## config.mk

```make
export PLATFORM = sky130hd
export DESIGN_NAME = dc_video_mode_encoder
export DESIGN_NICKNAME = d
export VERILOG_FILES = /design/src/rtl/dc_video_mode_encoder.sv
export SDC_FILE = /design/constraint.sdc
export NUM_CORES = 1
export LEC_CHECK = 0
export ABC_AREA = 1
export BUFFER_PORTS_ARGS = -buffer_cell sky130_fd_sc_hd__buf_2
export CORE_MARGIN = 2
export CORE_UTILIZATION = 53
export CTS_CLUSTER_DIAMETER = 150
export DETAILED_ROUTE_END_ITERATION = 10
export MAX_ROUTING_LAYER = met4
export PLACE_DENSITY = 0.71
export SLEW_MARGIN = 5
export SYNTH_ARGS = -nofsm -noshare
export SYNTH_HDL_FRONTEND = slang
export SYNTH_SLANG_ARGS = --single-unit
```

## constraint.sdc

```tcl
create_clock -name clock -period 3.7 [get_ports clock]
set_input_delay 0.74 -clock clock [delete_from_list [all_inputs] [get_ports clock]]
set_output_delay 0.74 -clock clock [all_outputs]
set_load 0.01 [all_outputs]
```

## src/rtl/dc_video_mode_encoder.sv

```systemverilog
// Dreamcast video mode encoder.
// Counts lines per field, detects interlace from field parity, classifies the
// incoming timing, debounces it over several fields and publishes the 8-bit
// video-config byte {force_vga, mode_bits, out_res} with a change strobe.
module dc_video_mode_encoder #(
  parameter int STABLE_FIELDS  = 4,
  parameter int TIMEOUT_CYCLES = 2000000,
  parameter int L240_MIN       = 258,
  parameter int L240_MAX       = 268,
  parameter int L288_MIN       = 308,
  parameter int L288_MAX       = 318,
  parameter int L480P_MIN      = 520,
  parameter int L480P_MAX      = 530,
  parameter int L576P_MIN      = 620,
  parameter int L576P_MAX      = 630
) (
  input  logic       clock,
  input  logic       resetn,
  input  logic       line_strobe,
  input  logic       field_strobe,
  input  logic       field_parity,
  input  logic [1:0] out_res,
  input  logic       force_vga,
  output logic [7:0] config_byte,
  output logic       config_strobe,
  output logic       locked
);

  localparam int SW = $clog2(STABLE_FIELDS + 1);
  localparam int TW = $clog2(TIMEOUT_CYCLES + 1);

  localparam logic [SW-1:0] STABLE_N = SW'(STABLE_FIELDS);
  localparam logic [TW-1:0] TMO_LAST = TW'(TIMEOUT_CYCLES - 1);

  localparam logic [10:0] L240_LO = 11'(L240_MIN);
  localparam logic [10:0] L240_HI = 11'(L240_MAX);
  localparam logic [10:0] L288_LO = 11'(L288_MIN);
  localparam logic [10:0] L288_HI = 11'(L288_MAX);
  localparam logic [10:0] L480_LO = 11'(L480P_MIN);
  localparam logic [10:0] L480_HI = 11'(L480P_MAX);
  localparam logic [10:0] L576_LO = 11'(L576P_MIN);
  localparam logic [10:0] L576_HI = 11'(L576P_MAX);

  localparam logic [4:0] M480P = 5'h00;
  localparam logic [4:0] M288P = 5'h01;
  localparam logic [4:0] M576P = 5'h02;
  localparam logic [4:0] M240P = 5'h04;
  localparam logic [4:0] M480I = 5'h08;
  localparam logic [4:0] M576I = 5'h10;

  typedef enum logic [1:0] {NO_SIGNAL, MEASURE, LOCKED} state_t;

  state_t        state;
  logic [10:0]   line_cnt;
  logic          par_q;
  logic [TW-1:0] tmo_cnt;
  logic [SW-1:0] stable_cnt;
  logic [4:0]    cand;
  logic          cand_vld;
  logic [4:0]    mode;

  logic          interlaced;
  logic          cls_vld;
  logic [4:0]    cls_mode;
  logic [SW-1:0] stable_inc;
  logic          tmo_hit;
  logic          meas_match;
  logic          commit;
  logic          lock_drop;
  logic [7:0]    byte_nxt;

  assign interlaced = field_parity != par_q;
  assign stable_inc = stable_cnt + SW'(1);
  assign tmo_hit    = (state != NO_SIGNAL) && !field_strobe && (tmo_cnt == TMO_LAST);
  assign meas_match = cand_vld && cls_vld && (cls_mode == cand);
  // STABLE_FIELDS >= 2 assumed: a commit always follows a matching candidate
  assign commit     = (state == MEASURE) && field_strobe && meas_match && (stable_inc == STABLE_N);
  assign lock_drop  = (state == LOCKED) && field_strobe && !(cls_vld && (cls_mode == mode));

  // Classify the field closing on this field_strobe (line_cnt holds its count)
  always_comb begin
    cls_vld  = 1'b1;
    cls_mode = M480P;
    if (line_cnt >= L240_LO && line_cnt <= L240_HI)      cls_mode = interlaced ? M480I : M240P;
    else if (line_cnt >= L288_LO && line_cnt <= L288_HI) cls_mode = interlaced ? M576I : M288P;
    else if (line_cnt >= L480_LO && line_cnt <= L480_HI) cls_mode = M480P;
    else if (line_cnt >= L576_LO && line_cnt <= L576_HI) cls_mode = M576P;
    else                                                 cls_vld  = 1'b0;
  end

  // Next config byte: loaded at commit, tracks host inputs while stably locked
  always_comb begin
    byte_nxt = config_byte;
    if (commit)
      byte_nxt = {force_vga, cand, out_res};
    else if (state == LOCKED && !lock_drop && !tmo_hit)
      byte_nxt = {force_vga, mode, out_res};
  end

  // Counters, mode FSM and registered outputs
  always_ff @(posedge clock) begin
    if (!resetn) begin
      state         <= NO_SIGNAL;
      line_cnt      <= '0;
      par_q         <= 1'b0;
      tmo_cnt       <= '0;
      stable_cnt    <= '0;
      cand          <= '0;
      cand_vld      <= 1'b0;
      mode          <= '0;
      locked        <= 1'b0;
      config_byte   <= '0;
      config_strobe <= 1'b0;
    end else begin
      // a line_strobe coincident with field_strobe is the first line of the new field
      if (field_strobe)
        line_cnt <= line_strobe ? 11'd1 : 11'd0;
      else if (line_strobe && line_cnt != 11'h7FF)
        line_cnt <= line_cnt + 11'd1;

      if (field_strobe)
        par_q <= field_parity;

      if (field_strobe || state == NO_SIGNAL || tmo_hit)
        tmo_cnt <= '0;
      else
        tmo_cnt <= tmo_cnt + TW'(1);

      config_byte   <= byte_nxt;
      config_strobe <= byte_nxt != config_byte;

      case (state)
        NO_SIGNAL: begin
          // first field edge only primes parity and line count
          if (field_strobe) begin
            state      <= MEASURE;
            stable_cnt <= '0;
            cand_vld   <= 1'b0;
          end
        end
        MEASURE: begin
          if (tmo_hit) begin
            state      <= NO_SIGNAL;
            stable_cnt <= '0;
            cand_vld   <= 1'b0;
          end else if (field_strobe) begin
            if (!cls_vld) begin
              stable_cnt <= '0;
              cand_vld   <= 1'b0;
            end else if (meas_match) begin
              stable_cnt <= stable_inc;
              if (commit) begin
                state  <= LOCKED;
                locked <= 1'b1;
                mode   <= cand;
              end
            end else begin
              cand       <= cls_mode;
              cand_vld   <= 1'b1;
              stable_cnt <= SW'(1);
            end
          end
        end
        LOCKED: begin
          if (tmo_hit) begin
            state      <= NO_SIGNAL;
            locked     <= 1'b0;
            stable_cnt <= '0;
            cand_vld   <= 1'b0;
          end else if (lock_drop) begin
            state      <= MEASURE;
            locked     <= 1'b0;
            cand       <= cls_mode;
            cand_vld   <= cls_vld;
            stable_cnt <= cls_vld ? SW'(1) : '0;
          end
        end
        default: state <= NO_SIGNAL;
      endcase
    end
  end

endmodule

```

==> results.md, run 1 <==
- DPL Wire Length: ~5200 um
- Wirelength per Cell: between 10 and 15 um
- Drt drc: 0
- Hold Path End: tmo_cnt[0]
- Arr. time, crit path: 2700 ps
- Startpoint types: flop
- Max-slew violations: 0
- DR iter-0 viols: between 150 and 200
- WP depth: 19
- Die height: around 84 um
- Status: complete, no violations
- Cell Area, Placed: 3530 um^2
- Clock transition at path regs: 60 ps
- Count of final setup violators: 0
- Hold Path Stages: 1
- Yosys reg bits: 59
- Antenna-violating nets left: 0
- Clk buf depth: 2
- Skew-Pair Late Insertion Delay: 340 ps
- Kind of critical path: reg -> reg
- Pwr Density: 473 nW/um^2
- CP Buf/Inv Count: 2
- Cts hold-fix bufs: 0
- Hold Startpoint: tmo_cnt[0]
- Relative slew slack: a little over half
- Global-route wire length before repair: 12000 um
- Commonest non-fill, non-tap cells in the layout: nand2_1 (110), inv_1 (69), dfxtp_1 (59)
- Full die area: 7030 um^2
- Top Usage Layer GRT: met2
- CP most frequent cell: nand2_1
- Clk root buf: clkbuf_8
- Starting density of the core: a little over half
- Final instance area: 3690 um^2
- Top delay family on crit path: simple AND/OR/NAND/NOR gates
- Setup Skew: 7.91 ps
- Total Wirelength: 6900 um
- Largest net degree at the start of global routing: 22
- Most common cell after layout, fill and taps aside: nand2_1
- Fmax: roughly 400 MHz
- LEAKAGE: 1.55 nW
- Met2 Track Usage GR: 34.5%
- Overflow left after global routing: 0
- Worst path cell trace: inv_1, ha_1, nor2_1, nand2_1, nand2_1, inv_2, nand3_2, xor2_1, nand2_1, nor2_2, nand4_4, nand2_4, nand2_1, nand2_1, nand2_1, nand2_1, nand3_1, nor2_1, a21oi_1
- Worst-path maximum fanout: 16
- Reg2reg setup slack: around 1200 ps
- Max_cap viols: 0
- Sequential area share after synthesis: approximately a third
- RD Place Congestion: 0.899
- Horiz. Die Dim: 83.8 um
- CTS HTree Levels: 3
- Worst min path class: reg -> reg
- # rows: 29
- I/O Buffers: 17
- Postcts setup bufs: 0
- Fin crit share: 67.9%
- Met3 Use GR: 4.35%
- Worst Setup End Kind: flop
- Synthesized netlist net count: 509
- Core footprint: 6240 um^2
- CTS tree: done
- Post-CTS sizing: 0
- N_diodes: 0
- Drt pass-1 iters: 4
- Fin Setup TNS: 0 ps
- GRT Total Usage: 21.4%
- GRT met1 Usage: about a quarter
- Yosys warns: 0
- Max stage delay cell, worst path: dfxtp_1
- DR vias: 3081
- RSZ-0062 raised after global routing: no
- Vias per cell: approximately 5.2
- CP required: 3890 ps
- Share of post-route cells with drive strength above 1: approximately 13%
- R2r startpoint: line_cnt[0]
- Cells after Synth: 492
- Cts bufs inserted: 9
- Layout area overhead: 9.11%
- Post-synth cell types: 41
- # IOs: 18
- Synthesized area: approximately 3400 um^2
- Worst Tran Pin Value: 691 ps
- R2R Path End: config_strobe
- Final layout net count: 530
- Largest stage delay, worst path: approximately 420 ps
- Final hold vios: 0
- Initial antenna violation count: 0
- CTS sink count: 59
- Worst r2r path cells: 19
- Vias in the first global route: 2860
- Syn avg cell area: about 6.9 um^2
- IR Drop Worst-Case VDD: 0.262 mV
- Final Critical Period: 2510 ps
==> where the power goes <==
| part | switching, mW | total, mW | internal, mW |
|---|---|---|---|
| Combinational | 0.305 | 0.489 | 0.184 |
| Clock | 0.240 | 0.494 | 0.254 |
| Sequential | 0.0546 | 0.763 | 0.708 |
==> state kept, by name, summed over array words and instances (netlist names), 2 cells and up <==
signal and flops:
cand 5, config_byte 8, line_cnt 11, mode 5, stable_cnt 3, state 2
tmo_cnt 21
==> layer usage <==
layer	vias to the layer above	share of wire, %
li1	1643	-
met1	1381	49
met2	47	46
met3	10	3.6
met4	0	1.7
met5	-	0
==> Yosys cell counts <==
cell         n  area (um^2)
nor3_1      16         80.1
and2_1       1         6.26
or2_0        2         12.5
buf_6        1         11.3
xor2_1      10         87.6
dfxtp_1     59         1180
o22ai_1      1         6.26
a2111oi_0    2         17.5
ha_1         9          113
nand3_2      7         70.1
nand2_4      2         22.5
a31oi_1      1         6.26
a211oi_2     1         12.5
nand4_1     13         81.3
inv_1       69          259
o21ai_2      3         26.3
o211a_1      3         30.0
nor4_2       1         12.5
and3_1       3         18.8
nor2_1      58          218
or2_2        1         6.26
o21a_1       2         15.0
nor2_4       3         33.8
nor3b_1      1         7.51
xnor2_2      1         16.3
nor2_2       6         37.5
nand2_2      4         25.0
o21ai_1      1         5.00
nand3_1     24          120
a21oi_1     37          185
a211oi_1     6         45.0
xnor2_1      1         8.76
inv_2        5         18.8
clkbuf_1     6         22.5
nand2_1    110          413
nand3b_1     2         15.0
nand4_4      1         21.3
nor4_1       2         12.5
nor3_2       2         20.0
o21ai_0     14         70.1
o211ai_1     1         7.51
==> stage by stage <==
step / cells / worst slack (ps) / total power, mW / util (%) / hold slack (ps)
2_1_floorplan: 492 / 1360 / 1.16 / - / 418
3_3_place_gp: 579 / 1030 / 1.25 / 56.5 / 430
3_5_place_dp: 579 / 942 / 1.27 / 56.5 / 450
4_1_cts: 594 / 1180 / 1.76 / 59.1 / 459
5_1_grt: 594 / 912 / 1.86 / 59.1 / 472
6_report: 594 / 1190 / 1.75 / 59.1 / 458
==> worst max path at each step <==
| stage | startpoint | to | slack [ps] |
|---|---|---|---|
| after floorplan | field_parity | config_strobe | 1360 |
| after global placement | field_parity | config_strobe | 1030 |
| after detailed placement | field_parity | config_strobe | 940 |
| after CTS | line_cnt[0] | config_strobe | 1180 |
| after global routing | tmo_cnt[0] | tmo_cnt[20] | 910 |
| final | line_cnt[0] | config_strobe | 1190 |
==> kinds of logic after synthesis <==
kind of cell | synth area share, %
simple gates | 36.5
buf+inv | 9.22
compound gates | 12.6
flops | 35.0
xor+xnor | 3.33
fa+ha+maj | 3.33
==> worst register-to-register path: stages (launching register included) <==
cell,delay [ps]
dfxtp_1,420
inv_1,100
ha_1,200
nor2_1,80
nand2_1,50
nand2_1,70
inv_2,60
nand3_2,90
xor2_1,150
nand2_1,70
nor2_2,160
nand4_4,150
nand2_4,200
nand2_1,80
nand2_1,100
nand2_1,70
nand2_1,60
nand3_1,70
nor2_1,110
a21oi_1,70
==> cell type report <==
class / count / area, um^2
clock buffer: 12 / 145
clock inverter: 3 / 15.0
fill: 607 / 2550
inverter: 74 / 278
multi-input combinational: 352 / 1890
sequential: 59 / 1180
tap: 77 / 96.3
timing repair buffer: 17 / 85.1
Note: power is estimated with default switching activity, not from simulation.
==> inputs of run 2 (changes only) <==
==> constraint.sdc (replaced) <==
create_clock -name clock -period 2.6 [get_ports clock]
set_input_delay 0.52 -clock clock [delete_from_list [all_inputs] [get_ports clock]]
set_output_delay 0.52 -clock clock [all_outputs]
set_load 0.01 [all_outputs]
==> run 2 against run 1 <==
Non-clock buffer count grew 9. Combinational power increased by 53%. Register-to-register slack got worse by 960 ps. First-iteration DRC count up 12%. Critical path type unchanged.
==> results.md, run 2 (synthesis results as in run 1) <==
- Met1 wire length: roughly 3400 um
- I/O Buffers: 17
- CP most frequent cell: nand3_2
- Cts bufs inserted: 9
- Worst Tran Pin Value: 384 ps
- Startpoint types: flop
- Placed Cells: 585
- Most common cell after layout, fill and taps aside: nand2_1
- Drt drc: 0
- Layout area overhead: 14.2%
- Clk buf depth: 2
- Hold Path Stages: 3
- Final WS setup: 233 ps
- Max stage delay cell, worst path: dfxtp_1
- Largest net degree at the start of global routing: 21
- Count of final setup violators: 0
- Vias in the first global route: 2906
- Arr. time, crit path: 2640 ps
- Horiz. Die Dim: 83.8 um
- Global-route wire length before repair: ~12000 um
- Commonest non-fill, non-tap cells in the layout: nand2_1 (108), inv_1 (69), nor2_1 (57)
- DR iter-0 viols: between 150 and 200
- Worst r2r path cells: 12
- Starting density of the core: 54.1%
- Worst Setup End Kind: flop
- Fin crit share: 91.0%
- Fmax: 422 MHz
- Core footprint: 6240 um^2
- N_diodes: 0
- CTS HTree Levels: 3
- Worst-path maximum fanout: 4
- Wirelength per Cell: 11.9 um
- Wire length on met2: 3340 um
- R2R Path End: tmo_cnt[20]
- Skew-Pair Late Insertion Delay: 340 ps
- Metal3 WL: 294 um
- Top Layer Used: met4
- Place WS: slightly below 100 ps
- Vias per cell: 5.22
- Antenna-violating nets left: 0
- Total Wirelength: 7180 um
- Fin Setup TNS: 0 ps
- Cts hold-fix bufs: 0
- IR Drop Worst-Case VDD: 0.554 mV
- Final std cells w/o fill: 605
- GRT Total Usage: roughly 22%
- Final instance area: 3860 um^2
- Kind of critical path: reg -> reg
- RD Place Congestion: 0.928
- Worst path cell trace: ha_1, nand2_1, nor2_1, nand3_2, nor2_2, nand3_2, nor4_4, nand3_2, nor3_2, and3_1, a21oi_1, a211oi_2
- CTS tree: done
- CTS sink count: 59
- Crit path to: tmo_cnt[20]
- Clk root buf: clkbuf_8
- # IOs: 18
- Power Total: 2.66 mW
- R2r startpoint: tmo_cnt[0]
- Status: complete, no violations
- Relative slew slack: 73.7%
- Reg with most FFs: tmo_cnt
- Share of post-route cells with drive strength above 1: 17.2%
- Final hold vios: 0
- Reg2reg setup slack: ~230 ps
- DPL Wire Length: 5300 um
- LEAKAGE: 1.65 nW
- Full die area: 7030 um^2
- Cell Area, Placed: 3570 um^2
- Number of flip-flops in the largest register: 21
- Largest stage delay, worst path: 360 ps
- Drt pass-1 iters: 4
- Max_cap viols: 0
- Crit path from: tmo_cnt[0]
- Worst min path class: in -> reg
- Overflow left after global routing: 0
- Clock transition at path regs: 70 ps
- Pwr Density: 689 nW/um^2
- Die height: 83.8 um
- Final Critical Period: 2370 ps
- Initial antenna violation count: 0
- Biggest regs: tmo_cnt (21), line_cnt (11), config_byte (8)
- # rows: 29
- DR vias: around 3200
- Max-slew violations: 0
- CP required: 2870 ps
- Final layout net count: 540
- Setup Skew: 6.55 ps
[run 2: power breakdown]
group	switching, mW	total (mW)	internal (mW)
combinational	0.460	0.749	0.288
sequential	0.0773	1.08	1.01
clock	0.364	0.824	0.459
total	0.901	2.66	1.76
[run 2: worst max-delay path, delay by kind of cell, from the launching register on]
kind / cells / cell delay [ps]
compound gates: 2 / 220
fa+ha+maj: 1 / 170
flops: 1 / 360
simple gates: 9 / 1540
[run 2: layout make-up]
type / count / area, um^2
clock inverter: 6 / 55.1
sequential: 59 / 1190
fill: 577 / 2380
multi-input combinational: 353 / 1950
clock buffer: 10 / 138
inverter: 74 / 280
timing repair buffer: 26 / 153
tap: 77 / 96.3
[run 2: worst min path at each step]
stage / from / endpoint / slack, ps
after floorplan: tmo_cnt[0] / tmo_cnt[0] / 420
after global placement: tmo_cnt[0] / tmo_cnt[0] / 430
after detailed placement: tmo_cnt[0] / tmo_cnt[0] / 440
after CTS: field_parity / par_q / 440
after global routing: field_parity / par_q / 470
final: field_parity / par_q / 450
[run 2: repair_timing]
action | in CTS | in global routing
buffers inserted | 0 | 3
setup endpoints to repair | 0 | 4
resized for setup | 0 | 19
[run 2: layer usage]
layer | up-vias | GRT usage [%]
li1 | 1665 | -
met1 | 1435 | 26.2
met2 | 48 | 34.0
met3 | 12 | 5.54
met4 | 0 | 12.2
met5 | - | -
[run 2: through the flow]
stage          hold slack, ps  utilization, %
2_1_floorplan             418               -
3_3_place_gp              430            57.2
3_5_place_dp              438            57.2
4_1_cts                   444            60.3
5_1_grt                   467            61.8
6_report                  448            61.8
